## src/rtl/bj_timer_pkg.sv

```systemverilog
// bj_timer_pkg: shared types and elaboration helpers for the BlackJack
// event counter / timeout timer (bj_timer_counter and bj_tick_gen).
package bj_timer_pkg;

  typedef enum logic [1:0] {
    IDLE = 2'd0,
    RUN  = 2'd1,
    DONE = 2'd2
  } timer_state_t;

  // Clock cycles per timer tick; returns 0 for a zero tick rate so that the
  // parameter check can still report the problem instead of dividing by zero.
  function automatic int calc_div(input int clk_hz, input int tick_hz);
    if (tick_hz <= 0) return 0;
    return clk_hz / tick_hz;
  endfunction

  // Prescaler register width; never narrower than one bit.
  function automatic int presc_width(input int div);
    if (div <= 2) return 1;
    return $clog2(div);
  endfunction

  // Elapsed-tick register width, wide enough to hold TIMEOUT_TICKS.
  function automatic int elapsed_width(input int ticks);
    if (ticks <= 1) return 1;
    return $clog2(ticks + 1);
  endfunction

  // True when the clock/tick ratio is an exact integer of at least 2 and the
  // timeout is at least one tick long.
  function automatic bit params_ok(input int clk_hz, input int tick_hz, input int ticks);
    if (tick_hz <= 0) return 1'b0;
    if ((clk_hz % tick_hz) != 0) return 1'b0;
    if ((clk_hz / tick_hz) < 2) return 1'b0;
    if (ticks < 1) return 1'b0;
    return 1'b1;
  endfunction

endpackage

```

## src/rtl/bj_timer_counter_tick_gen.sv

```systemverilog
// bj_tick_gen: free-running prescaler producing a one-cycle tick strobe every
// DIV cycles. 'restart' zeroes the prescaler; with BJ_TIMER_PAUSE_EN defined,
// 'hold' freezes it and suppresses the strobe.
// 'wrap' is the combinational "prescaler is at DIV-1 and advancing" condition,
// i.e. the edge at which 'tick' gets set.
module bj_tick_gen
  import bj_timer_pkg::*;
#(
  parameter int DIV = 25000
) (
  input  logic clk_50M,
  input  logic i_Reset,
  input  logic restart,
`ifdef BJ_TIMER_PAUSE_EN
  input  logic hold,
`endif
  output logic tick,
  output logic wrap
);

  localparam int PW = presc_width(DIV);
  localparam logic [PW-1:0] LAST = PW'(DIV - 1);

  logic [PW-1:0] count;
  logic          active;

`ifdef BJ_TIMER_PAUSE_EN
  assign active = !hold;
`else
  assign active = 1'b1;
`endif

  assign wrap = active && (count == LAST);

  // Prescaler counts 0..DIV-1, restarts on request, and registers the strobe.
  always_ff @(posedge clk_50M) begin
    if (i_Reset) begin
      count <= '0;
      tick  <= 1'b0;
    end else begin
      tick <= wrap;
      if (restart) begin
        count <= '0;
      end else if (wrap) begin
        count <= '0;
      end else if (active) begin
        count <= count + PW'(1);
      end
    end
  end

endmodule

```

## src/rtl/bj_timer_counter.sv

```systemverilog
// bj_timer_counter: saturating event counter plus one-shot timeout timer for
// the BlackJack datapath, all in the clk_50M domain.
// Define BJ_TIMER_PAUSE_EN to add the i_Pause input that freezes a running timer.
module bj_timer_counter
  import bj_timer_pkg::*;
#(
  parameter int WIDTH         = 12,
  parameter int CLK_HZ        = 50000000,
  parameter int TICK_HZ       = 2000,
  parameter int TIMEOUT_TICKS = 4000
) (
  input  logic             clk_50M,
  input  logic             i_Reset,
  input  logic             i_Clear,
  input  logic             i_Inc,
  input  logic             i_Start,
  input  logic             i_Abort,
`ifdef BJ_TIMER_PAUSE_EN
  input  logic             i_Pause,
`endif
  output logic [WIDTH-1:0] o_Count,
  output logic             o_Tick,
  output logic             o_Busy,
  output logic             o_Done,
  output logic             o_Sat
);

  localparam int DIV = calc_div(CLK_HZ, TICK_HZ);
  localparam int EW  = elapsed_width(TIMEOUT_TICKS);

  localparam logic [EW-1:0]    LAST_TICK = EW'(TIMEOUT_TICKS - 1);
  localparam logic [WIDTH-1:0] COUNT_MAX = '1;
  localparam logic [WIDTH-1:0] COUNT_PRE = COUNT_MAX - WIDTH'(1);

  if (!params_ok(CLK_HZ, TICK_HZ, TIMEOUT_TICKS)) begin : g_bad_params
    $error("bj_timer_counter: CLK_HZ/TICK_HZ must be an integer >= 2 and TIMEOUT_TICKS >= 1");
  end

  timer_state_t  state;
  logic [EW-1:0] elapsed;
  logic          start_ok;
  logic          wrap;

  // Abort beats a simultaneous start in every state.
  assign start_ok = i_Start && !i_Abort;

`ifdef BJ_TIMER_PAUSE_EN
  logic hold;

  // Pause only matters while the timer is running.
  assign hold = i_Pause && (state == RUN);
`endif

  bj_tick_gen #(
    .DIV (DIV)
  ) u_tick_gen (
    .clk_50M (clk_50M),
    .i_Reset (i_Reset),
    .restart (start_ok),
`ifdef BJ_TIMER_PAUSE_EN
    .hold    (hold),
`endif
    .tick    (o_Tick),
    .wrap    (wrap)
  );

  // Saturating event counter: clear beats increment, no wrap at full scale.
  always_ff @(posedge clk_50M) begin
    if (i_Reset) begin
      o_Count <= '0;
      o_Sat   <= 1'b0;
    end else if (i_Clear) begin
      o_Count <= '0;
      o_Sat   <= 1'b0;
    end else if (i_Inc && (o_Count != COUNT_MAX)) begin
      o_Count <= o_Count + WIDTH'(1);
      if (o_Count == COUNT_PRE) begin
        o_Sat <= 1'b1;
      end
    end
  end

  // Timeout FSM: counts prescaler wraps while running and pulses o_Done for
  // one cycle on the last one; the transition shares the edge that raises o_Tick.
  always_ff @(posedge clk_50M) begin
    if (i_Reset) begin
      state   <= IDLE;
      elapsed <= '0;
      o_Busy  <= 1'b0;
      o_Done  <= 1'b0;
    end else begin
      o_Done <= 1'b0;
      case (state)
        IDLE: begin
          if (start_ok) begin
            state   <= RUN;
            elapsed <= '0;
            o_Busy  <= 1'b1;
          end
        end
        RUN: begin
          if (i_Abort) begin
            state   <= IDLE;
            elapsed <= '0;
            o_Busy  <= 1'b0;
          end else if (i_Start) begin
            elapsed <= '0;
          end else if (wrap) begin
            if (elapsed == LAST_TICK) begin
              state   <= DONE;
              elapsed <= '0;
              o_Busy  <= 1'b0;
              o_Done  <= 1'b1;
            end else begin
              elapsed <= elapsed + EW'(1);
            end
          end
        end
        DONE: begin
          elapsed <= '0;
          if (start_ok) begin
            state  <= RUN;
            o_Busy <= 1'b1;
          end else begin
            state <= IDLE;
          end
        end
        default: begin
          state   <= IDLE;
          elapsed <= '0;
          o_Busy  <= 1'b0;
        end
      endcase
    end
  end

endmodule

```

## config.mk

```make
export PLATFORM = sky130hd
export DESIGN_NAME = bj_timer_counter
export DESIGN_NICKNAME = d
export VERILOG_FILES = /design/src/rtl/bj_timer_pkg.sv /design/src/rtl/bj_timer_counter_tick_gen.sv /design/src/rtl/bj_timer_counter.sv
export SDC_FILE = /design/constraint.sdc
export NUM_CORES = 1
export LEC_CHECK = 0
export BUFFER_PORTS_ARGS = -buffer_cell sky130_fd_sc_hd__buf_2
export CAP_MARGIN = 20
export CORE_ASPECT_RATIO = 2
export CORE_UTILIZATION = 61
export CTS_BUF_LIST = sky130_fd_sc_hd__clkbuf_2
export CTS_CLUSTER_SIZE = 28
export DETAILED_ROUTE_END_ITERATION = 12
export PLACE_DENSITY = 0.82
export SYNTH_ARGS = -nofsm -noshare
export SYNTH_HDL_FRONTEND = slang
export SYNTH_SLANG_ARGS = --single-unit
```

## constraint.sdc

```tcl
create_clock -name clk_50M -period 2.4 [get_ports clk_50M]
set_input_delay 0.12 -clock clk_50M [delete_from_list [all_inputs] [get_ports clk_50M]]
set_output_delay 0.12 -clock clk_50M [all_outputs]
set_load 0.02 [all_outputs]
```

# Word-level counts from Yosys, hierarchy flattened
# Index checks and enable logic that the tools add are counted.
dict set report totals {
  ff_bits 45
  input_bits 6
  output_inout_bits 16
}
dict set report op_classes {
  addsub 3
  n_eq_ne 12
  muxes 20
  bitwise 2
  reduce_logical 12
}
# op n
set op_table {}
lappend op_table {{12-bit 2-to-1 mux} 5}
lappend op_table {{12-bit by 1-bit adder with 12-bit output (second input constant)} 2}
lappend op_table {{12-bit equality test (second input constant)} 2}
lappend op_table {{12-bit case mux with 2 select lines} 1}
lappend op_table {{15-bit by 1-bit adder with 15-bit output (second input constant)} 1}
lappend op_table {{15-bit equality test (second input constant)} 1}
lappend op_table {{12-bit != test (second input constant)} 1}
lappend op_table {{2-bit 2-to-1 mux} 5}
lappend op_table {{4-bit AND reduction} 2}
lappend op_table {{1-bit 2-to-1 mux} 7}
lappend op_table {{3-bit != test (second input constant)} 2}
lappend op_table {{2-bit case mux with 3 select lines} 1}
lappend op_table {{5-bit OR reduction} 1}
lappend op_table {{4-bit by 3-bit != test with 1-bit output (second input constant)} 1}
lappend op_table {{2-bit AND reduction} 2}
lappend op_table {{2-bit OR reduction} 2}
lappend op_table {{3-bit by 2-bit != test with 1-bit output (second input constant)} 1}
lappend op_table {{3-bit OR reduction} 1}
lappend op_table {{2-bit by 1-bit equality test with 1-bit output (second input constant)} 1}
lappend op_table {{2-bit equality test (second input constant)} 1}
lappend op_table {{1-bit logical AND} 2}
lappend op_table {{2-bit logical NOT} 1}
lappend op_table {{2-bit by 1-bit != test with 1-bit output (second input constant)} 1}
lappend op_table {{2-bit != test (second input constant)} 1}
lappend op_table {{3 further kinds} 4}

# Logic depth before layout (Yosys ltp)
dict set report depth {
  depth_word 6
  depth_mapped 7
  ltp_nobuf 6
}

# Modules after synthesis
# A second synthesis with hierarchy kept.
dict set report unflattened {
  hier_cells 248
  hier_area_um2 2198.4
}
# module n_inst cells_each area_per_inst_um2
set modules_own_cells {}
lappend modules_own_cells {bj_timer_counter 1 170 1476.4}
lappend modules_own_cells {bj_tick_gen 1 78 721.9}

# Worst setup path after synthesis
# No wires, ideal clock.
dict set report synth_path {
  kind {flip-flop to flip-flop}
  startpoint {reg elapsed[0]}
  endpoint {reg state[0]}
  arrival_time_ns 1.764
  t_required_ns 2.272
  setup_slack_ns 0.508
  path_stages_with_launch 7
  n_path_buf 0
  synth_period_minus_slack_ns 1.892
  cell_sequence {dfxtp_1 > ha_1 > nand4_1 > or3_4 > or3_4 > a31oi_1 > nor3_1}
}
dict set report synth_between {
  elab_chain_cells 3
}
# item line
set synth_lines {}
lappend synth_lines {{start: declaration} bj_timer_counter.sv:40} ;# logic [EW-1:0] elapsed;
lappend synth_lines {{start signal: assignment} bj_timer_counter.sv:115} ;# elapsed <= elapsed + EW'(1);
lappend synth_lines {{12-bit equality test} bj_timer_counter.sv:109} ;# if (elapsed == LAST_TICK) begin
lappend synth_lines {{3-bit != test (no source line)} --}
lappend synth_lines {{4-bit AND reduction (no source line)} --}
lappend synth_lines {{end signal: assignment} bj_timer_counter.sv:110} ;# state <= DONE;
lappend synth_lines {{end signal: assignment} bj_timer_counter.sv:122} ;# state <= RUN;
lappend synth_lines {{end signal: assignment} bj_timer_counter.sv:125} ;# state <= IDLE;
lappend synth_lines {{end: declaration} bj_timer_counter.sv:39} ;# timer_state_t state;
# No other way between the ends.
# A chain may end at the register's enable or synchronous reset.

# Final worst setup path
dict set report layout_path {
  startpoint {reg u_tick_gen.count[0]}
  endpoint {reg elapsed[8]}
}
dict set report layout_between {
  elab_chain_cells 3
}
# item line
set layout_lines {}
lappend layout_lines {{start: declaration} bj_timer_counter_tick_gen.sv:24} ;# logic [PW-1:0] count;
lappend layout_lines {{start signal: assignment} bj_timer_counter_tick_gen.sv:47} ;# count <= count + PW'(1);
lappend layout_lines {{15-bit equality test} bj_timer_counter_tick_gen.sv:33} ;# assign wrap = active && (count == LAST);
lappend layout_lines {{4-bit by 3-bit != test with 1-bit output (no source line)} --}
lappend layout_lines {{2-bit AND reduction (no source line)} --}
# No other way between the ends.

==> impl_metrics.env <==
export IMPL_synthTopCellsByArea="dfxtp_1, nor2_1, xor2_1, nand3_1, a21oi_1"
export IMPL_grt_max_degree=21
export IMPL_post_dp_cell_area_sq_um=2340
export IMPL_numPlacedInstances=324
export IMPL_cts_tree="yes"
export IMPL_power_density_nw_per_um2=558
export IMPL_p_leak_uw=0.000889
export IMPL_critPathKind="reg2reg"
export IMPL_synth_most_common_cell="dfxtp_1"
export IMPL_postRouteAntennaNets=0
export IMPL_place_detailed_hpwl_microns=3480
export IMPL_slew_violations=0
export IMPL_fin_crit_sh=0.878
export IMPL_cts_buffer_depth=2
export IMPL_finalInstanceArea_sq_um=2440
export IMPL_crit_path_end_kind="flop"
export IMPL_cts_buffers=5
export IMPL_finalHoldViolCount=0
export IMPL_wire_per_inst_microns=14.4
export IMPL_syn_cell_area_sq_um=2190
export IMPL_fmax_ghz=0.474
export IMPL_instances_no_fill=333
export IMPL_synth_cell_types=45
export IMPL_slowest_stage="dfxtp_1"
export IMPL_clk_pin_slew_ns=0.23
export IMPL_nNetsFinal=294
export IMPL_die_h_microns=86.7
export IMPL_worst_slew_margin_rel=0.490
export IMPL_arrival_ns=2.45
export IMPL_clk_latency_ns=0.42
export IMPL_avgSynthCellArea_sq_um=8.39
export IMPL_rsz0062_at_grt="no"
export IMPL_maxCapViolCount=0
export IMPL_grt_pass1_wl_microns=7740
export IMPL_areaGrowthSynthToFinish_pct=11.4
export IMPL_gp_congestion=0.936
export IMPL_clock_sinks=45
export IMPL_cts_resized=0
export IMPL_critPathMaxStageDelay_ns=0.45
export IMPL_ys_top_cells_by_count="dfxtp_1, nor2_1, nand3_1, nand2_1"
export IMPL_cts_setup_buffers=0
export IMPL_synth_edf_count=0
export IMPL_core_rowCount=30
export IMPL_dr_total_vias=1936
export IMPL_drtIter0Drc=57
export IMPL_antenna_found_initial=0
export IMPL_synth_nets=271
export IMPL_synth_top_area_frac=0.411
export IMPL_vdd_drop_max_v=0.000548
export IMPL_fin_crit_ns=2.11
export IMPL_grt_ovfl_total=0
export IMPL_crit_fanout=10
export IMPL_yosysSeqAreaShare=0.411
export IMPL_dr_pass1_iters=4
export IMPL_tightestPinTransition_ns=0.760
export IMPL_fin_skew_ns=0.0221
export IMPL_vias_per_cell=5.81
export IMPL_wl_microns=4810
export IMPL_die_w_microns=44.4
export IMPL_grt_use_total=0.269
export IMPL_die_area_sq_um=3850
export IMPL_crit_path_start_kind="flop"
export IMPL_min_path_type="in2reg"
export IMPL_syn_inst=261
export IMPL_drive_gt1_frac=0.147
export IMPL_crit_chain="ha_1 > nor4b_2 > nand4_2 > o41ai_2 > nand2_1 > a221oi_1"
export IMPL_ios=22
export IMPL_drc_errors=0
export IMPL_cts_root_buf="clkbuf_2"
export IMPL_diodes=0
export IMPL_core_area_sq_um=3420
export IMPL_synth_async_reset_ratio=0
export IMPL_yosysWarnings=0
export IMPL_io_buffers=21
export IMPL_status="finished clean"
export IMPL_initial_core_util=0.641
export IMPL_cts_max_level=2
export IMPL_setup_viol=0
export IMPL_synth_area_leader_cell="dfxtp_1"
export IMPL_synth_main_ff_cell="dfxtp_1"
export IMPL_critPathRequiredTime_ns=2.74
export IMPL_yosys_register_bits=45
export IMPL_setup_tns_final_ns=0
export IMPL_grt_pass1_vias=1740
power by group:
group,internal (uW),switching [uW],total [uW]
sequential,756,8.55,765
combinational,23.0,42.6,65.5
clock,284,248,532
total,1060,299,1360
kinds of logic (layout without fill, tap and decap cells):
group           after synthesis  count (layout)  share of synthesized area
compound gates               42              42                      0.121
simple gates                133             133                      0.332
buf+inv                      16              40                     0.0291
flops                        45              45                      0.411
xor+xnor                     21              21                     0.0840
fa+ha+maj                     4               4                     0.0229
placed cells by master (no fill, tap or decap), types with 11 or more instances in the layout:
cell	count
nand2_1	16
a21oi_1	15
buf_2	21
nand3_1	19
nor3_1	11
nand4_1	11
xor2_1	15
o21ai_0	12
nor2_1	40
dfxtp_1	45
metrics by stage:
| step | total power [uW] | hold WS [ns] | setup WS, ns | util |
|---|---|---|---|---|
| floorplan | 821 | 0.199 | 0.508 | - |
| global placement | 840 | 0.373 | 0.455 | 0.684 |
| detailed placement | 843 | 0.389 | 0.370 | 0.684 |
| CTS | 1380 | 0.00633 | 0.307 | 0.714 |
| global route | 1410 | 0.00549 | 0.129 | 0.714 |
| finish | 1360 | 0.0284 | 0.292 | 0.714 |
sequential cells by signal, indices dropped and copies added (netlist names):
signal	cells
u_tick_gen.tick	1
o_Count	12
u_tick_gen.count	15
o_Busy	1
o_Done	1
elapsed	12
o_Sat	1
state	2
final cells by class:
cell class / instances / area, sq um
repair buffers: 24 / 130
clock buffers: 5 / 25.0
fillers: 274 / 976
multi-input cells: 200 / 1220
inverters: 8 / 30.0
clock inverters: 3 / 68.8
well taps: 48 / 60.1
flip-flops and latches: 45 / 901
layer usage:
layer / share of wire / GRT usage / vias to the layer above
met3: 0.038 / 0.0417 / 16
li1: - / - / 978
met4: 0.034 / 0.143 / 0
met2: 0.53 / 0.489 / 65
met5: 0 / 0 / -
met1: 0.39 / 0.280 / 877
worst max-delay path: cells and delay by family (launching register included):
kind | cells | cell delay, ns
compound gates | 2 | 0.64
simple gates | 3 | 0.69
flops | 1 | 0.45
fa+ha+maj | 1 | 0.24
what timing repair did:
item	in CTS	in global routing
endpoints found under the hold margin	1	0
endpoints found under the setup margin	0	0
hold buffers	1	0
path summary, 6_finish.rpt:
kind                                           from     endpoint  slack (ns)  depth (start not counted)
worst min register to register          elapsed[11]  elapsed[11]        0.49                          2
worst max register to register  u_tick_gen.count[0]   elapsed[8]        0.29                          6
worst max-delay path            u_tick_gen.count[0]   elapsed[8]        0.29                          6
worst min-delay path                          i_Inc   o_Count[1]        0.03                          3
(Power assumes the default switching activity.)
